===== src/rtl/if_fetch_ctrl.sv =====
`default_nettype none
// ============================================================================
// Module   : if_fetch_ctrl
// Purpose  : Instruction-fetch sequencer. Issues one instruction-cache
//            request at a time for the current PC. Each returned instruction
//            is pushed, tagged with its PC, into a small in-order queue that
//            feeds decode. The PC-advance enable pulses once per accepted
//            instruction. A commit redirect empties the queue and discards
//            any response that is still in flight.
// Ports    : clk_in, rst_in (sync, active-high), rdy_in (global freeze)
//            pc_in / pc_en_out         - PC unit side
//            flush_in                  - commit redirect
//            icache_req/addr/ack/data  - instruction cache side
//            dec_valid/instr/pc/ready  - decode side (queue head)
// Revision : 1.0 - initial release
// ============================================================================
module if_fetch_ctrl #(
    parameter int ADDR_WIDTH  = 32,
    parameter int INSTR_WIDTH = 32,
    parameter int QUEUE_DEPTH = 8,
    parameter int QPTR_WIDTH  = 3
) (
    input  logic                   clk_in,
    input  logic                   rst_in,
    input  logic                   rdy_in,
    input  logic [ADDR_WIDTH-1:0]  pc_in,
    output logic                   pc_en_out,
    input  logic                   flush_in,
    output logic                   icache_req_out,
    output logic [ADDR_WIDTH-1:0]  icache_addr_out,
    input  logic                   icache_ack_in,
    input  logic [INSTR_WIDTH-1:0] icache_data_in,
    output logic                   dec_valid_out,
    output logic [INSTR_WIDTH-1:0] dec_instr_out,
    output logic [ADDR_WIDTH-1:0]  dec_pc_out,
    input  logic                   dec_ready_in
);

    typedef enum logic [1:0] {
        ST_IDLE  = 2'd0,
        ST_WAIT  = 2'd1,
        ST_ADV   = 2'd2,
        ST_DRAIN = 2'd3
    } state_t;

    localparam logic [QPTR_WIDTH:0]   c_queue_depth = (QPTR_WIDTH+1)'(QUEUE_DEPTH);
    localparam logic [QPTR_WIDTH:0]   c_cnt_one     = (QPTR_WIDTH+1)'(1);
    localparam logic [QPTR_WIDTH-1:0] c_ptr_one     = QPTR_WIDTH'(1);

    state_t                  r_state;
    state_t                  w_state_nxt;
    logic                    r_req;
    logic                    w_req_nxt;
    logic [ADDR_WIDTH-1:0]   r_addr;
    logic [ADDR_WIDTH-1:0]   w_addr_nxt;
    logic                    r_pc_en;
    logic                    w_pc_en_nxt;

    logic                    w_push;
    logic                    w_pop;
    logic                    w_not_full;

    logic [QPTR_WIDTH-1:0]   r_head;
    logic [QPTR_WIDTH-1:0]   r_tail;
    logic [QPTR_WIDTH:0]     r_count;
    logic [INSTR_WIDTH-1:0]  r_q_instr [QUEUE_DEPTH];
    logic [ADDR_WIDTH-1:0]   r_q_pc    [QUEUE_DEPTH];

    // A request is only issued with a free slot, and only one is ever
    // outstanding, so the eventual push can never overflow the queue.
    assign w_not_full = (r_count < c_queue_depth);

    // Flush suppresses the pop: a redirect empties the queue outright.
    assign w_pop = (r_count != '0) && dec_ready_in && !flush_in;

    // ------------------------------------------------------------------
    // Next-state / output decode
    // ------------------------------------------------------------------
    always_comb begin
        w_state_nxt = r_state;
        w_req_nxt   = r_req;
        w_addr_nxt  = r_addr;
        w_pc_en_nxt = 1'b0;
        w_push      = 1'b0;

        case (r_state)
            ST_IDLE: begin
                // Never issue in a flush cycle: pc_in is still the stale PC.
                if (!flush_in && w_not_full) begin
                    w_req_nxt   = 1'b1;
                    w_addr_nxt  = pc_in;
                    w_state_nxt = ST_WAIT;
                end
            end
            ST_WAIT: begin
                if (flush_in) begin
                    if (icache_ack_in) begin
                        w_req_nxt   = 1'b0;
                        w_state_nxt = ST_IDLE;
                    end else begin
                        // Response still owed by the cache; swallow it later.
                        w_state_nxt = ST_DRAIN;
                    end
                end else if (icache_ack_in) begin
                    w_push      = 1'b1;
                    w_req_nxt   = 1'b0;
                    w_pc_en_nxt = 1'b1;
                    w_state_nxt = ST_ADV;
                end
            end
            ST_ADV: begin
                // One cycle for the PC unit to step; pc_in is fresh after it.
                w_state_nxt = ST_IDLE;
            end
            ST_DRAIN: begin
                if (icache_ack_in) begin
                    w_req_nxt   = 1'b0;
                    w_state_nxt = ST_IDLE;
                end
            end
            default: begin
                w_req_nxt   = 1'b0;
                w_state_nxt = ST_IDLE;
            end
        endcase
    end

    // ------------------------------------------------------------------
    // Control and queue-pointer registers
    // ------------------------------------------------------------------
    always_ff @(posedge clk_in) begin
        if (rst_in) begin
            r_state <= ST_IDLE;
            r_req   <= 1'b0;
            r_addr  <= '0;
            r_pc_en <= 1'b0;
            r_head  <= '0;
            r_tail  <= '0;
            r_count <= '0;
        end else if (rdy_in) begin
            r_state <= w_state_nxt;
            r_req   <= w_req_nxt;
            r_addr  <= w_addr_nxt;
            r_pc_en <= w_pc_en_nxt;

            if (flush_in) begin
                r_head  <= '0;
                r_tail  <= '0;
                r_count <= '0;
            end else begin
                if (w_push) begin
                    r_tail <= r_tail + c_ptr_one;
                end
                if (w_pop) begin
                    r_head <= r_head + c_ptr_one;
                end
                case ({w_push, w_pop})
                    2'b10:   r_count <= r_count + c_cnt_one;
                    2'b01:   r_count <= r_count - c_cnt_one;
                    default: r_count <= r_count;
                endcase
            end
        end
    end

    // Queue storage needs no reset: entries are only visible while counted.
    always_ff @(posedge clk_in) begin
        if (!rst_in && rdy_in && w_push) begin
            r_q_instr[r_tail] <= icache_data_in;
            r_q_pc[r_tail]    <= r_addr;
        end
    end

    assign pc_en_out       = r_pc_en;
    assign icache_req_out  = r_req;
    assign icache_addr_out = r_addr;
    assign dec_valid_out   = (r_count != '0);
    assign dec_instr_out   = r_q_instr[r_head];
    assign dec_pc_out      = r_q_pc[r_head];

endmodule
`default_nettype wire

===== config.mk =====
export PLATFORM = sky130hd
export DESIGN_NAME = if_fetch_ctrl
export DESIGN_NICKNAME = d
export VERILOG_FILES = /design/src/rtl/if_fetch_ctrl.sv
export SDC_FILE = /design/constraint.sdc
export NUM_CORES = 1
export LEC_CHECK = 0
export BUFFER_PORTS_ARGS = -buffer_cell sky130_fd_sc_hd__buf_4
export CAP_MARGIN = 30
export CELL_PAD_IN_SITES_DETAIL_PLACEMENT = 1
export CELL_PAD_IN_SITES_GLOBAL_PLACEMENT = 1
export CORE_ASPECT_RATIO = 1.1
export CORE_MARGIN = 1.5
export CORE_UTILIZATION = 45
export DETAILED_ROUTE_END_ITERATION = 6
export GPL_TIMING_DRIVEN = 0
export HOLD_SLACK_MARGIN = 0.03
export PLACE_DENSITY_LB_ADDON = 0.1
export SYNTH_ARGS = -nofsm -noshare
export SYNTH_HDL_FRONTEND = slang
export SYNTH_SLANG_ARGS = --single-unit

===== constraint.sdc =====
create_clock -name clk_in -period 28.2 [get_ports clk_in]
set_clock_uncertainty 0.05 [all_clocks]
set_input_delay 5.64 -clock clk_in [delete_from_list [all_inputs] [get_ports clk_in]]
set_output_delay 5.64 -clock clk_in [all_outputs]
set_load 0.01 [all_outputs]

==> results.txt <==
# resized after CTS -> 0
Area delta synth->final -> 21.0%
Syn_area_per_cell -> 21.4 um2
Compound-Gate Fraction of Synth Area -> 0.0152
R2R Path Start -> r_state[0]
# DRC -> 0
Gate Count Post-Synth -> 986
Post-Route WL -> 48.4 mm
Post-route ant nets -> 0
Sink Count -> 561
Final-report max-slew violation count -> 0
Clk pin slew, worst setup/hold paths -> 0.06 ns
Die X-Extent -> 210 um
CTS hold repair buffers -> 0
Worst Path Class, Setup -> reg -> out
Top_reg_cell synth -> edfxtp_1
Share of cells above drive strength 1 -> 0.401
Synth area leader -> edfxtp_1
R2r worst-path depth -> 11
Hpwl dp -> 31.4 mm
Synth async-reset ratio -> 0
Outcome -> finished, final reports clean
Least-Margin Pin Slew -> 0.923 ns
Total CTS buffers -> 57
Core area -> 0.0465 mm2
CP endpoint kind -> output pin
Pwr Density -> 66.1 mW/mm2
Crit share post-route -> 0.313
Commonest cells in the netlist -> 512 x edfxtp_1, 128 x mux4_2, 73 x nand2_1, 64 x mux2_2, 49 x dfxtp_1
Hold Path Origin -> pc_en_out
Maximum clock frequency -> 113 MHz
Leak -> 8.62 nW
Die area -> 0.0483 mm2
Worst Hold Depth -> 2
Dpl ws -> 19.52 ns
Tot Pwr -> 1.69 mW
YS warnings -> 0
Max Cap Viol -> 0
Synth Net Count -> 1,061
Diodes inserted -> 0
Sequential fraction of the synthesis area -> 0.774
Final hold viol count -> 0
Final cell count without fillers -> 1,901
Post-synth EDFFs -> 512
Setup violators final -> 0
Max VDD drop -> 0.0000503 V
Antenna violations before repair -> 0
Unrepaired setup endpoints after global routing -> false
RD Place Congestion -> 0.695
FP Rows -> 83
Vias per std cell -> 5.49
Synth area leaders -> edfxtp_1 73%, mux4_2 14%, dfxtp_1 4.6%, mux2_2 3.4%, nand2_1 1.3%
# port buffers -> 167
Post-Synth XOR/XNOR Area -> 0.00124
Hold Path End -> pc_en_out
I/O Pins -> 169
Post-synthesis mux area share -> 0.172
Share of the synthesized area in the top cell type -> 0.728
Worst Slack Setup Final -> 19.37 ns
GRT overflow -> 0
CTS Root Cell -> clkbuf_16
Distinct cells, synth -> 41
Largest net degree at the start of global routing -> 36
Die height -> 230 um
Final setup TNS -> 0 ns
WL/cell -> 25.5 um
Crit start category -> register
Slew HR -> 0.385
Mapped cell area -> 0.0211 mm2
Vias in the first global route -> 11,500
Most common cell in the netlist -> edfxtp_1
CP max FO -> 10
R2R setup slack -> 25.13 ns
Overall routing resource usage -> 0.208
Global-route wire length before repair -> 73.4 mm
Via count -> 10,400
TritonRoute pass-1 iters -> 5
Adder-Cell Fraction of Synth Area -> 0.00332
Fillers -> 4,153
Final min period -> 8.83 ns
Placed Cells -> 1,797
Maximum clock path buffer count -> 3
Nets -> 1,336
Worst R2R End -> r_q_instr[1][24]
Initial DRC count -> 595
Main combinational cell family by area after synthesis -> multiplexers
HP Class -> reg -> reg
CP arrival -> 3.14 ns
#FFs+latches synth -> 561
H-tree levels -> 2
Starting density of the core -> 0.454
Simple-gate portion of the synthesized area -> 0.0234
Postcts setup bufs -> 0
Clk_lat worst skew -> 0.60 ns
CP required -> 22.51 ns
CTS tree -> done
flip-flops by register name, summed over array words and instances (netlist names), named ones only:
name             flops
r_q_instr          256
r_state              2
icache_req_out       1
r_head               3
icache_addr_out     32
r_q_pc             256
r_count              4
r_tail               3
pc_en_out            1
per-layer routing:
| layer | track usage | wire, um | vias to the layer above |
|---|---|---|---|
| met1 | 0.289 | 21500 | 5536 |
| met5 | 0 | 0 | - |
| li1 | - | - | 4582 |
| met4 | 0.0621 | 1040 | 0 |
| met3 | 0.0294 | 1900 | 76 |
| met2 | 0.343 | 24000 | 249 |
worst max-delay path: stages, from the launching register on:
cell      delay [ns]
dfxtp_1         0.34
clkbuf_1        0.62
buf_1           0.66
mux4_2          0.43
mux2_2          0.32
buf_4           0.15
how the worst max path moves through the flow:
stage	from	end	slack, ns	cells after the start
finish	register	dec_pc_out[23]	19.37	5
global route	register	dec_pc_out[23]	19.22	5
CTS	register	dec_pc_out[23]	19.27	5
detailed placement	rdy_in	r_q_instr[1][19]	19.52	11
global placement	rdy_in	r_q_instr[6][23]	8.02	4
floorplan	rdy_in	r_q_instr[6][0]	15.18	4
cells by family (layout without fill, tap and decap cells):
kind of cell / count (synthesis) / count (layout)
fa+ha+maj: 5 / 5
compound gates: 56 / 56
xor+xnor: 3 / 3
mux: 195 / 195
buf+inv: 53 / 373
flops: 561 / 561
simple gates: 113 / 113
cell type report:
type	count	area, um2	share of cell area
clock inverters	27	235	0.00920
flip-flops and latches	561	16400	0.639
multi-input cells	372	4590	0.179
well taps	595	744	0.0291
repair buffers	216	1820	0.0712
clock buffers	77	1600	0.0627
inverters	2	7.51	0.000294
plain buffers	51	221	0.00866
power breakdown:
part           total, mW  internal [mW]  leakage [nW]  switching (mW)
logic             0.0373         0.0171          2.53          0.0202
clock network      0.738          0.433         0.918           0.305
registers          0.915          0.909          5.18         0.00679
through the flow:
step	hold slack, ns	cell area (um2)	utilization
global placement	0.403	23100	0.497
detailed placement	0.403	23700	0.510
floorplan	0.400	21100	-
global route	0.435	25600	0.550
CTS	0.414	25600	0.550
finish	0.410	25600	0.550
cell usage in the layout, fill, tap and decap left out, types with 3 or more instances in the layout:
master / n
o21ai_0: 3
nor2_1: 16
bufinv_16: 4
ha_1: 4
nand3_1: 4
clkinv_2: 15
clkinv_1: 6
mux2i_1: 3
nand2_1: 73
clkbuf_1: 42
buf_2: 17
clkbuf_16: 59
mux2_2: 64
clkbuf_8: 6
mux4_2: 128
buf_6: 31
buf_8: 3
dfxtp_1: 49
edfxtp_1: 512
a21oi_1: 44
buf_4: 179
nor3b_2: 3
No activity file was read; power rests on OpenSTA's default activity.
